`src/rtl/mem_arbiter_pkg.sv`:
```
// Shared types for the IF/D memory arbiter.
package mem_arb_pkg;

    typedef enum logic [1:0] {
        s_arb_idle,
        s_arb_access,
        s_arb_resp
    } s_arb;

    typedef enum logic {
        owner_if,
        owner_d
    } arb_owner;

    localparam logic [3:0] WE_NONE = 4'b0000;

    // Wide enough for RD_LAT-1 with RD_LAT up to 7.
    localparam int unsigned LAT_W = 3;

endpackage

```
`src/rtl/mem_arbiter_rr_pick.sv`:
```
// Two-way round-robin picker. o_gnt[0] = IF, o_gnt[1] = D.
// On a tie the requester that did not win last time is chosen.
module rr_pick
    import mem_arb_pkg::*;
(
    input  logic       i_if_req,
    input  logic       i_d_req,
    input  arb_owner   i_last_owner,
    output logic [1:0] o_gnt
);

    // Pick at most one requester, alternating on ties.
    always_comb begin
        o_gnt = '0;
        if (i_if_req && i_d_req) begin
            if (i_last_owner == owner_if) begin
                o_gnt = 2'b10;
            end else begin
                o_gnt = 2'b01;
            end
        end else if (i_if_req) begin
            o_gnt = 2'b01;
        end else if (i_d_req) begin
            o_gnt = 2'b10;
        end
    end

endmodule

```
`src/rtl/mem_arbiter.sv`:
```
// Arbiter sharing one single-ported BRAM between the instruction-fetch
// requester (IF) and the load/store requester (D). One transaction is
// outstanding at a time; responses are routed back to the owner.
module mem_arbiter
    import mem_arb_pkg::*;
#(
    parameter int unsigned ADDR_W = 32,
    parameter int unsigned DATA_W = 32,
    parameter int unsigned RD_LAT = 1
) (
    input  logic              clk,
    input  logic              rstn,
    input  logic              if_req,
    input  logic [ADDR_W-1:0] if_addr,
    output logic              if_gnt,
    output logic              if_rvalid,
    output logic [DATA_W-1:0] if_rdata,
    input  logic              d_req,
    input  logic [3:0]        d_we,
    input  logic [ADDR_W-1:0] d_addr,
    input  logic [DATA_W-1:0] d_wdata,
    output logic              d_gnt,
    output logic              d_rvalid,
    output logic [DATA_W-1:0] d_rdata,
    output logic              mem_en,
    output logic [3:0]        mem_we,
    output logic [ADDR_W-1:0] mem_addr,
    output logic [DATA_W-1:0] mem_din,
    input  logic [DATA_W-1:0] mem_dout
);

    localparam logic [LAT_W-1:0] LAT_RELOAD = LAT_W'(RD_LAT - 1);

    s_arb              r_state;
    s_arb              w_state_nxt;
    arb_owner          r_owner;
    arb_owner          r_last_owner;
    logic [LAT_W-1:0]  r_lat_cnt;
    logic              r_is_wr;
    logic              r_mem_en;
    logic [3:0]        r_mem_we;
    logic [ADDR_W-1:0] r_mem_addr;
    logic [DATA_W-1:0] r_mem_din;
    logic              r_if_rvalid;
    logic [DATA_W-1:0] r_if_rdata;
    logic              r_d_rvalid;
    logic [DATA_W-1:0] r_d_rdata;

    logic [1:0]        w_pick;
    logic              w_idle;
    logic              w_if_gnt;
    logic              w_d_gnt;

    rr_pick u_rr_pick (
        .i_if_req     (if_req),
        .i_d_req      (d_req),
        .i_last_owner (r_last_owner),
        .o_gnt        (w_pick)
    );

    assign w_idle   = (r_state == s_arb_idle);
    assign w_if_gnt = w_idle & w_pick[0];
    assign w_d_gnt  = w_idle & w_pick[1];

    assign if_gnt    = w_if_gnt;
    assign d_gnt     = w_d_gnt;
    assign if_rvalid = r_if_rvalid;
    assign if_rdata  = r_if_rdata;
    assign d_rvalid  = r_d_rvalid;
    assign d_rdata   = r_d_rdata;
    assign mem_en    = r_mem_en;
    assign mem_we    = r_mem_we;
    assign mem_addr  = r_mem_addr;
    assign mem_din   = r_mem_din;

    // FSM state register.
    always_ff @(posedge clk) begin
        if (!rstn) begin
            r_state <= s_arb_idle;
        end else begin
            r_state <= w_state_nxt;
        end
    end

    // FSM next-state: grant -> access -> wait latency -> idle.
    always_comb begin
        w_state_nxt = r_state;
        unique case (r_state)
            s_arb_idle: begin
                if (w_if_gnt || w_d_gnt) begin
                    w_state_nxt = s_arb_access;
                end
            end
            s_arb_access: begin
                w_state_nxt = s_arb_resp;
            end
            s_arb_resp: begin
                if (r_lat_cnt == '0) begin
                    w_state_nxt = s_arb_idle;
                end
            end
            default: begin
                w_state_nxt = s_arb_idle;
            end
        endcase
    end

    // Memory command registers, latency counter and response routing.
    always_ff @(posedge clk) begin
        if (!rstn) begin
            r_owner      <= owner_if;
            r_last_owner <= owner_if;
            r_lat_cnt    <= '0;
            r_is_wr      <= 1'b0;
            r_mem_en     <= 1'b0;
            r_mem_we     <= WE_NONE;
            r_mem_addr   <= '0;
            r_mem_din    <= '0;
            r_if_rvalid  <= 1'b0;
            r_if_rdata   <= '0;
            r_d_rvalid   <= 1'b0;
            r_d_rdata    <= '0;
        end else begin
            r_if_rvalid <= 1'b0;
            r_d_rvalid  <= 1'b0;
            unique case (r_state)
                s_arb_idle: begin
                    if (w_d_gnt) begin
                        r_owner      <= owner_d;
                        r_last_owner <= owner_d;
                        r_mem_en     <= 1'b1;
                        r_mem_addr   <= d_addr;
                        r_mem_we     <= d_we;
                        r_mem_din    <= d_wdata;
                        r_is_wr      <= (d_we != WE_NONE);
                    end else if (w_if_gnt) begin
                        r_owner      <= owner_if;
                        r_last_owner <= owner_if;
                        r_mem_en     <= 1'b1;
                        r_mem_addr   <= if_addr;
                        r_mem_we     <= WE_NONE;
                        r_mem_din    <= '0;
                        r_is_wr      <= 1'b0;
                    end
                end
                s_arb_access: begin
                    r_mem_en  <= 1'b0;
                    r_mem_we  <= WE_NONE;
                    r_lat_cnt <= r_is_wr ? '0 : LAT_RELOAD;
                end
                s_arb_resp: begin
                    if (r_lat_cnt != '0) begin
                        r_lat_cnt <= r_lat_cnt - 1'b1;
                    end else if (r_owner == owner_d) begin
                        r_d_rdata  <= r_is_wr ? '0 : mem_dout;
                        r_d_rvalid <= 1'b1;
                    end else begin
                        r_if_rdata  <= mem_dout;
                        r_if_rvalid <= 1'b1;
                    end
                end
                default: begin
                    r_mem_en <= 1'b0;
                    r_mem_we <= WE_NONE;
                end
            endcase
        end
    end

endmodule
```
`config.mk`:
```
export PLATFORM = sky130hd
export DESIGN_NAME = mem_arbiter
export DESIGN_NICKNAME = d
export VERILOG_FILES = /design/src/rtl/mem_arbiter_pkg.sv /design/src/rtl/mem_arbiter_rr_pick.sv /design/src/rtl/mem_arbiter.sv
export SDC_FILE = /design/constraint.sdc
export NUM_CORES = 1
export LEC_CHECK = 0
export BUFFER_PORTS_ARGS = -buffer_cell sky130_fd_sc_hd__buf_2
export CAP_MARGIN = 40
export CELL_PAD_IN_SITES_DETAIL_PLACEMENT = 1
export CELL_PAD_IN_SITES_GLOBAL_PLACEMENT = 1
export CORE_AREA = 4 4 143 145
export DETAILED_ROUTE_END_ITERATION = 16
export DIE_AREA = 0 0 147 149
export PLACE_DENSITY_LB_ADDON = 0.1
export REMOVE_ABC_BUFFERS = 1
export SLEW_MARGIN = 40
export SYNTH_ARGS = -nofsm -noshare
export SYNTH_HDL_FRONTEND = slang
export SYNTH_SLANG_ARGS = --single-unit
```
`constraint.sdc`:
```
create_clock -name clk -period 1.5 [get_ports clk]
set_input_delay 0.075 -clock clk [delete_from_list [all_inputs] [get_ports clk]]
set_output_delay 0.075 -clock clk [all_outputs]
set_load 0.05 [all_outputs]
```
======== After elaboration in Yosys (flattened, before gate mapping) ========
Index checks and enable logic that the tools add are counted.
cells by class
  add/sub/neg operators ................... 1
  equal/unequal tests ..................... 6
  mux-type cells .......................... 25
  bitwise logic cells ..................... 6
  reduce and logical (&&, ||, !) cells .... 15
operator list
  kind                   number
  $mux W32               5
  $mux W2                6
  $mux W4                2
  $pmux W4 S2            1
  $reduce_and A2 Y1      4
  $mux W1                7
  $pmux W2 S3            1
  $pmux W3 S2            1
  $reduce_and A3 Y1      2
  $ne A2 B2 Y1 const B   2
  $not A1 Y1             4
  $reduce_bool A2 Y1     2
  $reduce_bool A4 Y1     1
  $logic_not A3 Y1       1
  $mux W3                1
  $ne A3 B1 Y1 const B   1
  $reduce_bool A3 Y1     1
  $reduce_or A3 Y1       1
  $sub A3 B1 Y3 const B  1
  $and A1 B1 Y1          2
  $eq A2 B1 Y1 const B   1
  $eq A2 B2 Y1 const B   1
  $logic_not A2 Y1       1
  $ne A2 B1 Y1 const B   1
  other kinds (3)        3
word-level totals
  bits in registers ....................... 142
  input port bits ......................... 136

======== Longest topological paths before layout ========
Gate-level depths: netlist (run 1).
  depth after elaboration ................. 7
  mapped depth ............................ 9
  mapped depth without buffers ............ 6

======== Modules after synthesis ========
From an unflattened synthesis (run 1), not the netlist that was laid out.
unflattened totals
  cell total of the unflattened synthesis .. 580
  area, all modules ....................... 5459.0 µm²
modules (own cells, without submodules)
  module       times used  cells an instance  area an instance (µm²)
  mem_arbiter  1           577                5440.2
  rr_pick      1           3                  18.8

======== Least setup slack after synthesis (run 1) ========
No wires, ideal clock.
  path kind ............................... reg-to-reg
  start point ............................. reg r_lat_cnt[0]
  end point ............................... reg r_if_rdata[10] (netlist: if_rdata[10])
  library setup time ...................... 0.132 ns
  data arrival time ....................... 1.488 ns
  path slack .............................. -0.121 ns
  cell stages (with the launch flop) ...... 10
  cells stage by stage .................... dfxtp_1 -> inv_1 -> ha_1 -> ha_1 -> buf_2 -> and4bb_2 -> buf_2 -> buf_4 -> nand2_1 -> a21oi_1
on the way
  longest elaborated chain between the ends .. 3
ends and longest elaborated chain
  element                      RTL line            text
  start: declaration           mem_arbiter.sv:38   logic [LAT_W-1:0] r_lat_cnt;
  start signal: assignment     mem_arbiter.sv:149  r_lat_cnt <= r_is_wr ? '0 : LAT_RELOAD;
  start signal: assignment     mem_arbiter.sv:153  r_lat_cnt <= r_lat_cnt - 1'b1;
  $reduce_bool A3 Y1           mem_arbiter.sv:152  if (r_lat_cnt != '0) begin
  $not A1 Y1 (no line)         -
  $reduce_and A3 Y1 (no line)  -
  end signal: assignment       mem_arbiter.sv:158  r_if_rdata <= mem_dout;
  end: declaration             mem_arbiter.sv:45   logic [DATA_W-1:0] r_if_rdata;
Every way passes these cells.
A chain may end at the register's enable or synchronous reset.

======== Worst setup path after layout (run 1) ========
  start point ............................. reg r_state[1]
  end point ............................... out d_gnt
on the way
  longest elaborated chain between the ends .. 2
ends and longest elaborated chain
  element                   RTL line           text
  start: declaration        mem_arbiter.sv:34  s_arb r_state;
  start signal: assignment  mem_arbiter.sv:79  r_state <= s_arb_idle;
  start signal: assignment  mem_arbiter.sv:81  r_state <= w_state_nxt;
  $logic_not A2 Y1          mem_arbiter.sv:61  assign w_idle = (r_state == s_arb_idle);
  $and A1 B1 Y1             mem_arbiter.sv:63  assign w_d_gnt = w_idle & w_pick[1];
  end: declaration          mem_arbiter.sv:22  output logic d_gnt,
Every way passes these cells.

==> summary.md, run 1 <==
| Metric | Value |
|---|---|
| Largest net degree at the start of global routing | 56 |
| DR WL/cell | 18.1 microns |
| 1st-pass router iterations | 4 |
| Cell taking the most area after synthesis | dfxtp_1 |
| CTS max path bufs | 2 |
| Max Clock Freq | 648 MHz |
| Synth top area share | 51.8% |
| Area taken by multi-input logic gates | 2360 sq um |
| Clk sink count | 142 |
| Syn avg cell area | 8.78 sq um |
| Core area | 19200 sq um |
| Leak | 4.25 nW |
| GRT Total Usage | 20.8% |
| Most frequent cells in the layout | buf_2 (270), dfxtp_1 (137), dlygate4sd3_1 (133) |
| Crit path cell chain | nor3b_4 -> buf_12 -> and2_4 -> buf_8 |
| Tcrit/Tclk final | 103% |
| Max_cap viols | 0 |
| Height of the chip | 149 microns |
| Layout area overhead | 74.5% |
| Synth Warn # | 0 |
| Hold Slack | 0.263 ns |
| Number of failing hold endpoints at the final stage | 0 |
| Slew Viols, Final | 0 |
| Avg Vias per Cell | 4.91 |
| Final #Nets | 1165 |
| Vias in the first global route | 6976 |
| CP max stage cell | dfxtp_4 |
| Main synth FF type | dfxtp_1 |
| CP Data Arrival Time | 1.47 ns |
| Layout cell share with drive strength beyond 1 | 36.9% |
| H-tree levels | 4 |
| Final setup skew | 0.0148 ns |
| Post-synth EDFFs | 0 |
| PwrDens | 1180 nW/um^2 |
| P_sw | 0.00350 W |
| Critical path startpoint category | register |
| Diode count | 0 |
| Mapped cell area | 5490 sq um |
| DRC violations left | 0 |
| Outcome | finished with violations |
| Vias | 6404 |
| First-pass GRT wire length | 36.9 mm |
| HP Class | input pin to register |
| Clk pwr share | 40.8% |
| Sequential share of power | 36.2% |
| Synthesis-stage register bit count | 142 |
| Post-layout util | 49.8% |
| Die width | 147 microns |
| Count of cell types in the netlist | 36 |
| DRT iter0 DRCs | 209 |
| Ys async rst share | 0% |
| Die area | 21900 sq um |
| CP Capture Type | primary output |
| Clk_lat worst skew | 0.42 ns |
| Post-route setup slack | -0.0429 ns |
| Cells after synthesis | 625 |
| # fillers | 2232 |
| Least-Margin Pin Slew | 0.300 ns |
| Slew headroom | 80.1% |
| Failing checks | negative setup slack |
| Initial Util | 28.6% |
| Worst VDD drop | 0.719 mV |
| Sequential area share after synthesis | 51.8% |
| Initial antenna violation count | 0 |
| Switch share | 30.9% |
| CP peak stage delay | 0.37 ns |
| Clk Tree Root Cell | clkbuf_16 |
| GPL Wtd Cong | 0.796 |
| IO Count | 273 |
| RSZ-0062 raised after global routing | yes |
| Post-route ant nets | 0 |
| Worst-path clk slew | 0.06 ns |
| Inserted Clock Buffers | 17 |
| Gate power share | 22.9% |
| Setup violations, final | 2 |
| Port Buffers | 272 |
| Minimum clock period after layout | 1.54 ns |
| Rows | 51 |
| Crit-path max FO | 3 |
| CTS tree | yes |
| Setup Crit Path Kind | register to primary output |
| Critical path data required time | 1.42 ns |
| Layout Cells excl Fill | 1305 |
| Reg area | 2860 sq um |
| Synth area leaders | dfxtp_1 (52%), nand3_1 (9.2%), a21oi_1 (6.6%) |
| DPL Wire Length | 15.0 mm |
| Dpl cells | 1128 |
| Cell internal pwr | 0.00783 W |
| Drt total wl | 23.6 mm |
| Remaining Overflow, GRT | 0 |
| Commonest non-fill, non-tap cell in the layout | buf_2 |
[power groups by stage]
stage / combinational, W / clock [W] / sequential, W
global placement: 0.00212 / 0 / 0.00418
global route: 0.00277 / 0.00487 / 0.00413
floorplan: 0.000563 / 0 / 0.00488
detailed placement: 0.00215 / 0 / 0.00419
CTS: 0.00252 / 0.00472 / 0.00411
finish: 0.00260 / 0.00463 / 0.00411
[layer usage]
| metal | vias up | part of all wire (%) | track usage [%] |
|---|---|---|---|
| met1 | 3083 | 41 | 24.4 |
| met4 | 0 | 2.1 | 7.04 |
| li1 | 3036 | - | - |
| met2 | 250 | 49 | 35.7 |
| met5 | - | 0 | 0 |
| met3 | 35 | 7.8 | 7.05 |
[sequential cells by signal (all words and copies together), names as in the netlist, 2 cells and up]
register / count
if_rdata: 32
r_lat_cnt: 3
d_rdata: 32
r_state: 2
mem_din: 32
mem_we: 4
mem_addr: 32
[cells by family (layout without fill, tap and decap cells)]
kind of cell / after synthesis / after routing / share of synthesized area (%)
compound gates: 211 / 211 / 22.5
fa+ha+maj: 2 / 2 / 0.456
buf+inv: 72 / 487 / 7.25
flops: 142 / 142 / 51.8
mux: 1 / 1 / 0.182
simple gates: 197 / 197 / 17.8
[worst max-delay path: cells and delay by family, from the launching register on]
kind,cells,cell delay (ns)
buffers and inverters,2,0.27
AND/OR/NAND/NOR,2,0.40
flip-flops,1,0.37
[synth_stat cells, types with 2 or more instances]
master / n
clkbuf_2: 2
nor2b_1: 3
nand2_1: 68
a21oi_1: 72
o211ai_1: 4
a31oi_1: 32
buf_2: 22
dfxtp_1: 142
nand2b_1: 2
inv_1: 4
and2_1: 2
clkbuf_1: 28
o21ai_0: 67
nand3_1: 101
nor2_1: 8
buf_4: 4
buf_6: 11
ha_1: 2
a22o_1: 32
nor3b_1: 3
[per-stage QoR]
| step | setup slack [ns] | setup TNS (ns) | area (sq um) | total power [W] |
|---|---|---|---|---|
| floorplan | -1.83 | -154.37 | 5110 | 0.00544 |
| detailed placement | -0.0841 | -3.17 | 7280 | 0.00634 |
| finish | -0.0429 | -0.0781 | 9570 | 0.0113 |
| global route | -0.0905 | -0.389 | 9570 | 0.0118 |
| global placement | -0.0373 | -1.25 | 7280 | 0.00630 |
| CTS | -0.0624 | -0.118 | 9400 | 0.0114 |
[area by class of cell]
cell class                 instances  share of cell area, %
clock buffer                      18                   4.59
sequential                       142                   29.8
timing repair buffer             450                   35.1
clock inverter                    14                   2.10
inverter                           5                  0.209
multi-input combinational        411                   24.7
tap                              265                   3.46
[worst paths after layout]
path,from,end,slack [ns],cells past startpoint
worst max register to register,r_state[1]$_SDFFE_PN0P_,mem_addr[1]$_SDFFE_PN0P_,0.02,5
worst min register to register,if_rdata[25]$_SDFFE_PN0P_,if_rdata[25]$_SDFFE_PN0P_,0.45,2
worst max-delay path,r_state[1]$_SDFFE_PN0P_,d_gnt,-0.04,4
worst min-delay path,d_req,mem_addr[25]$_SDFFE_PN0P_,0.26,5
[timing repair]
action | in CTS | in global routing
hold buffers | 133 | 0
endpoints found under the hold margin | 133 | 0
cloned | 1 | 4
setup buffers | 7 | 0
gates resized for setup | 20 | 29
endpoints found under the setup margin | 68 | 107
pin swaps | 5 | 8
Power figures use the tool's default switching activity.
==> inputs of run 2 (changes only) <==
- CTS_BUF_LIST: not set -> sky130_fd_sc_hd__clkbuf_16
- PLACE_DENSITY: not set -> 0.76
- PLACE_DENSITY_LB_ADDON: 0.1 -> not set
==> run 2 against run 1 <==
The run still ends with negative setup slack left. Critical path depth increased by 1. Utilization is 1.5 points higher. Die area unchanged. Flip-flop and latch count unchanged. Combinational power rose by 8.1%. Maximum frequency is 2.4% lower. Design area up 3.0%. Clock power fell by 6.0%. Sequential share of layout area decreased by 0.88 points. Critical path type unchanged.
==> summary.md, run 2 (synthesized netlist as in run 1, its figures left out) <==
| Metric | Value |
|---|---|
| Worst-path clk slew | 0.06 ns (about the same) |
| Failing checks | negative setup slack |
| Core area | 19200 sq um (unchanged) |
| Slew Viols, Final | 0 (unchanged) |
| Area taken by multi-input logic gates | 2640 sq um (+12%) |
| DR WL/cell | 21.7 microns (+20%) |
| Number of failing hold endpoints at the final stage | 0 (unchanged) |
| H-tree levels | 4 (unchanged) |
| Final setup skew | 0.0123 ns (-0.00256 ns) |
| Total negative slack | -0.482 ns (-0.404 ns) |
| Inserted Clock Buffers | 17 (unchanged) |
| Max Clock Freq | 632 MHz (-2.4%) |
| Setup violations, final | 14 (+12) |
| Vias | 6742 (+5.3%) |
| First-pass GRT wire length | 40.1 mm (+8.7%) |
| Final #Nets | 1168 (+0.26%) |
| # fillers | 2160 (-3.2%) |
| Initial Util | 28.6% (unchanged) |
| Wl on met1 | 10.7 mm (+11%) |
| Post-route setup slack | -0.0816 ns (-0.0387 ns) |
| RSZ-0062 raised after global routing | yes |
| Clk sink count | 142 (unchanged) |
| Reg area | 2860 sq um (about the same) |
| Remaining Overflow, GRT | 0 (unchanged) |
| Critical path startpoint category | register |
| Largest net degree at the start of global routing | 58 (+3.6%) |
| Tcrit/Tclk final | 105% (+2.6 points) |
| Dpl cells | 1127 (-0.089%) |
| Max_cap viols | 0 (unchanged) |
| Post-route ant nets | 0 (unchanged) |
| CP Capture Type | primary output |
| WL met2 | 14.7 mm (+28%) |
| GRT Total Usage | 22.9% (+2.1 points) |
| Least-Margin Pin Slew | 0.319 ns (+0.0183 ns) |
| DRT iter0 DRCs | 206 (-1.4%) |
| Crit-path max FO | 3 (unchanged) |
| Layout Cells excl Fill | 1310 (+0.38%) |
| 1st-pass router iterations | 4 (unchanged) |
| Critical path data required time | 1.42 ns (about the same) |
| Drt total wl | 28.5 mm (+21%) |
| PwrDens | 1140 nW/um^2 (-3.5%) |
| Die area | 21900 sq um (unchanged) |
| Vias in the first global route | 7234 (+3.7%) |
| Layout cell share with drive strength beyond 1 | 41.7% (+4.8 points) |
| DPL Wire Length | 14.6 mm (-2.6%) |
| CP Data Arrival Time | 1.51 ns (+0.04 ns) |
| Commonest non-fill, non-tap cell in the layout | buf_2 |
| Max layer used | met4 |
| Outcome | finished with violations |
| IO Count | 273 (unchanged) |
| Height of the chip | 149 microns (unchanged) |
| GPL Wtd Cong | 0.760 (-4.6%) |
| Worst VDD drop | 0.676 mV (-5.9%) |
| Minimum clock period after layout | 1.58 ns (+0.0387 ns) |
| Die width | 147 microns (unchanged) |
| HP Class | input pin to register |
| Met3 Routed Length | 1.98 mm (+7.0%) |
| CTS max path bufs | 2 (unchanged) |
| Initial antenna violation count | 2 (+2) |
| Most frequent cells in the layout | buf_2 (270), dfxtp_1 (138), dlygate4sd3_1 (132) |
| Clk_lat worst skew | 0.42 ns (about the same) |
| Rows | 51 (unchanged) |
| Leak | 4.37 nW (+2.8%) |
| Setup Crit Path Kind | register to primary output |
| Clk Tree Root Cell | clkbuf_16 |
| Port Buffers | 272 (unchanged) |
| CTS tree | yes |
| Layout area overhead | 79.7% |
| Slew headroom | 78.8% (-1.4 points) |
| DRC violations left | 0 (unchanged) |
| Avg Vias per Cell | 5.15 (+4.9%) |
run 2: path summary, 6_finish.rpt:
kind | slack (ns) | end | cells past startpoint | from
setup / recovery | -0.08 | if_gnt | 5 | r_state[1]$_SDFFE_PN0P_
hold reg to reg | 0.46 | if_rdata[28]$_SDFFE_PN0P_ | 2 | if_rdata[28]$_SDFFE_PN0P_
hold / removal | 0.04 | r_state[0]$_SDFFE_PN0P_ | 3 | rstn
setup reg to reg | -0.07 | mem_addr[5]$_SDFFE_PN0P_ | 8 | r_state[1]$_SDFFE_PN0P_
run 2: metal layers:
metal  vias up  GRT usage (%)
met2       316           42.0
met5         -              0
met1      3305           25.2
met3        73           6.29
met4         0           8.90
li1       3048              -
run 2: power by group:
group | internal [W] | total [W] | switching [W]
registers | 0.00398 | 0.00411 | 0.000127
logic | 0.00102 | 0.00281 | 0.00178
clock network | 0.00239 | 0.00435 | 0.00197
run 2: cell type report:
class | instances | area share (%)
repair buffers | 453 | 34.6
flip-flops and latches | 142 | 29.0
multi-input cells | 411 | 26.8
clock buffers | 17 | 4.32
well taps | 265 | 3.36
clock inverters | 15 | 1.74
inverters | 5 | 0.203
diodes | 2 | 0.0508
run 2: worst max-delay path: stages (launching register included):
cell and delay, ns:
dfxtp_4 0.37, buf_6 0.12, nor3b_4 0.20, buf_6 0.13, and2_4 0.13, buf_8 0.14
run 2: repair_timing:
| item | 4_1_cts | 5_1_grt |
|---|---|---|
| hold buffers | 132 | 0 |
| hold endpoints to repair | 132 | 0 |
| resized for setup | 29 | 92 |
| setup endpoints to repair | 99 | 85 |
| setup buffers | 7 | 1 |
| cloned | 2 | 8 |
| pin swaps | 6 | 83 |
run 2: through the flow:
step | area, sq um | hold WS (ns) | setup slack (ns) | total power (W) | utilization [%]
finish | 9860 | 0.0446 | -0.0816 | 0.0113 | 51.3
global route | 9860 | 0.0472 | -0.176 | 0.0117 | 51.3
CTS | 9320 | 0.00125 | -0.0992 | 0.0110 | 48.5
detailed placement | 7210 | 0.306 | -0.0942 | 0.00632 | 37.5
global placement | 7210 | 0.302 | -0.0661 | 0.00629 | 37.5
floorplan | 5110 | 0.201 | -1.83 | 0.00544 | -
==> inputs of run 3 (changes only) <==
- BUFFER_PORTS_ARGS: -buffer_cell sky130_fd_sc_hd__buf_2 -> -buffer_cell sky130_fd_sc_hd__buf_4
==> run 3 against run 2 <==
The run still ends with negative setup slack left. Non-clock buffer count grew 7. Sequential share of layout area shrank 1.9 points. Worst hold slack lost 0.0065 ns. Power grew 0.91%. Global-route usage grew 0.44 points. Count of clock-buffer cells in the layout is the same. Worst setup slack gained 0.00052 ns. Final cell count grew 0.46%. Combinational power grew 8.2%. Clock skew is essentially flat. First-iteration DRC count grew 33%.
==> summary.md, run 3 (synthesized netlist as in run 1, its figures left out) <==
| Metric | Value |
|---|---|
| Outcome | finished with violations |
| Failing checks | negative setup slack |
| Total negative slack | -1.02 ns (-0.536 ns) |
| Clk_lat worst skew | 0.42 ns (about the same) |
| DRT iter0 DRCs | 275 (+33%) |
| Clk sink count | 142 (unchanged) |
| Crit-path leading delay family | simple AND/OR/NAND/NOR gates |
| Crit path cell chain | inv_2 -> ha_4 -> ha_4 -> and4bb_4 -> clkbuf_16 -> nand2_4 -> a21oi_2 |
| DR WL/cell | 22.2 microns (+2.0%) |
| Critical path startpoint category | register |
| CTS tree | yes |
| Core area | 19200 sq um (unchanged) |
| Slew Viols, Final | 0 (unchanged) |
| CP Capture Type | register |
| Initial Util | 28.6% (unchanged) |
| RSZ-0062 raised after global routing | yes |
| Leak | 4.58 nW (+4.8%) |
| Minimum clock period after layout | 1.58 ns (-0.000521 ns) |
| Setup violations, final | 29 (+15) |
| 1st-pass router iterations | 4 (unchanged) |
| Final #Nets | 1175 (+0.60%) |
| CP Data Arrival Time | 1.92 ns (+0.41 ns) |
| Clk Tree Root Cell | clkbuf_16 |
| Final setup skew | 0.0127 ns (+0.000423 ns) |
| First-pass GRT wire length | 40.9 mm (+2.0%) |
| DRC violations left | 0 (unchanged) |
| Crit-path max FO | 8 (+5) |
| Max_cap viols | 0 (unchanged) |
| Worst VDD drop | 0.690 mV (+2.1%) |
| Die area | 21900 sq um (unchanged) |
| Initial antenna violation count | 1 (-1) |
| Hold Slack | 0.0381 ns (-0.00645 ns) |
| Post-route setup slack | -0.0811 ns (+0.000521 ns) |
| Largest net degree at the start of global routing | 43 (-26%) |
| Drt total wl | 29.2 mm (+2.5%) |
| Layout area overhead | 92.5% |
| CTS max path bufs | 2 (unchanged) |
| CP max stage cell | and4bb_4 |
| DPL Wire Length | 15.2 mm (+4.1%) |
| Post-route ant nets | 0 (unchanged) |
| Max Clock Freq | 632 MHz (about the same) |
| H-tree levels | 4 (unchanged) |
| Bufs and invs on worst path | 2 (-1) |
| GPL Wtd Cong | 0.770 (+1.3%) |
| Number of failing hold endpoints at the final stage | 0 (unchanged) |
| PwrDens | 1080 nW/um^2 (-5.8%) |
| Most frequent cells in the layout | buf_4 (295), dfxtp_1 (137), dlygate4sd3_1 (132) |
| Remaining Overflow, GRT | 0 (unchanged) |
| Avg Vias per Cell | 5.13 (-0.38%) |
| Setup Crit Path Kind | register to register |
| Most frequent CP cell | ha_4 |
| Tcrit/Tclk final | 105% (about the same) |
| Vias in the first global route | 7231 (-0.041%) |
| Dpl ws | -0.0622 ns (+0.0320 ns) |
| Worst-path clk slew | 0.07 ns (about the same) |
| CP peak stage delay | 0.36 ns (about the same) |
| Die width | 147 microns (unchanged) |
| Slew headroom | 68.0% (-11 points) |
| Vias | 6747 (+0.074%) |
| HP Class | input pin to register |
| Port Buffers | 272 (unchanged) |
| IO Count | 273 (unchanged) |
| Critical path data required time | 1.84 ns (+0.42 ns) |
| GRT Total Usage | 23.4% (+0.44 points) |
| Rows | 51 (unchanged) |
| Layout cell share with drive strength beyond 1 | 42.3% (+0.58 points) |
| Commonest non-fill, non-tap cell in the layout | buf_4 |
| Height of the chip | 149 microns (unchanged) |
| Inserted Clock Buffers | 17 (unchanged) |
| Least-Margin Pin Slew | 0.480 ns (+0.161 ns) |
| Tot Pwr | 0.0114 W (+0.91%) |
==> run 3: cell types whose count changed in the layout (fill, tap and decap cells not counted), sizes merged <==
cell | previous run | this run
diode | 2 | 1
inv | 13 | 11
buf | 315 | 321
bufbuf | 0 | 1
clkinv | 6 | 5
clkinvlp | 0 | 3
==> run 3: worst paths after layout <==
check                                          startpoint                        end  slack, ns  cells past startpoint
worst max register to register  r_lat_cnt[1]$_SDFFE_PN0P_  if_rdata[30]$_SDFFE_PN0P_      -0.08                      7
worst max-delay path            r_lat_cnt[1]$_SDFFE_PN0P_  if_rdata[30]$_SDFFE_PN0P_      -0.08                      7
worst min register to register  if_rdata[10]$_SDFFE_PN0P_  if_rdata[10]$_SDFFE_PN0P_       0.47                      2
worst min-delay path                                 rstn    r_state[0]$_SDFFE_PN0P_       0.04                      3
==> run 3: layout make-up <==
cell class | instances | area [sq um]
clock inverter | 15 | 154
antenna | 1 | 2.50
inverter | 5 | 20.0
clock buffer | 17 | 425
timing repair buffer | 460 | 4160
fill | 2127 | 8640
multi-input combinational | 411 | 2620
tap | 265 | 332
sequential | 142 | 2860
==> run 3: per-layer routing <==
layer  vias up  share of wire, %  global-route usage [%]
li1       3062                 -                       -
met1      3320                37                    26.2
met2       309                53                    42.4
met3        56               7.0                    6.50
met4         0               3.0                    8.53
met5         -                 0                       0
==> run 3: report_power, final <==
part           total, W  switching [W]  internal, W
clock           0.00421        0.00187      0.00234
sequential      0.00412       0.000138      0.00399
combinational   0.00304        0.00178      0.00125
==> run 3: through the flow <==
step | instances | instance area (sq um) | util (%)
after floorplan | 558 | 5110 | -
final | 1316 | 10600 | 55.0
after global placement | 1135 | 7990 | 41.6
after detailed placement | 1135 | 7990 | 41.6
after CTS | 1307 | 10000 | 52.3
after global routing | 1316 | 10600 | 55.0
==> run 3: what timing repair did <==
item	4_1_cts	5_1_grt
hold buffers	132	0
cloned	1	8
resized for setup	19	99
hold endpoints to repair	132	0
pin swaps	2	72
endpoints found under the setup margin	69	91
buffers inserted	7	1
==> run 3: worst reg2reg max path, stage by stage (launching register included) <==
cell	delay, ns
dfxtp_2	0.33
inv_2	0.06
ha_4	0.14
ha_4	0.17
and4bb_4	0.36
clkbuf_16	0.23
nand2_4	0.06
a21oi_2	0.15
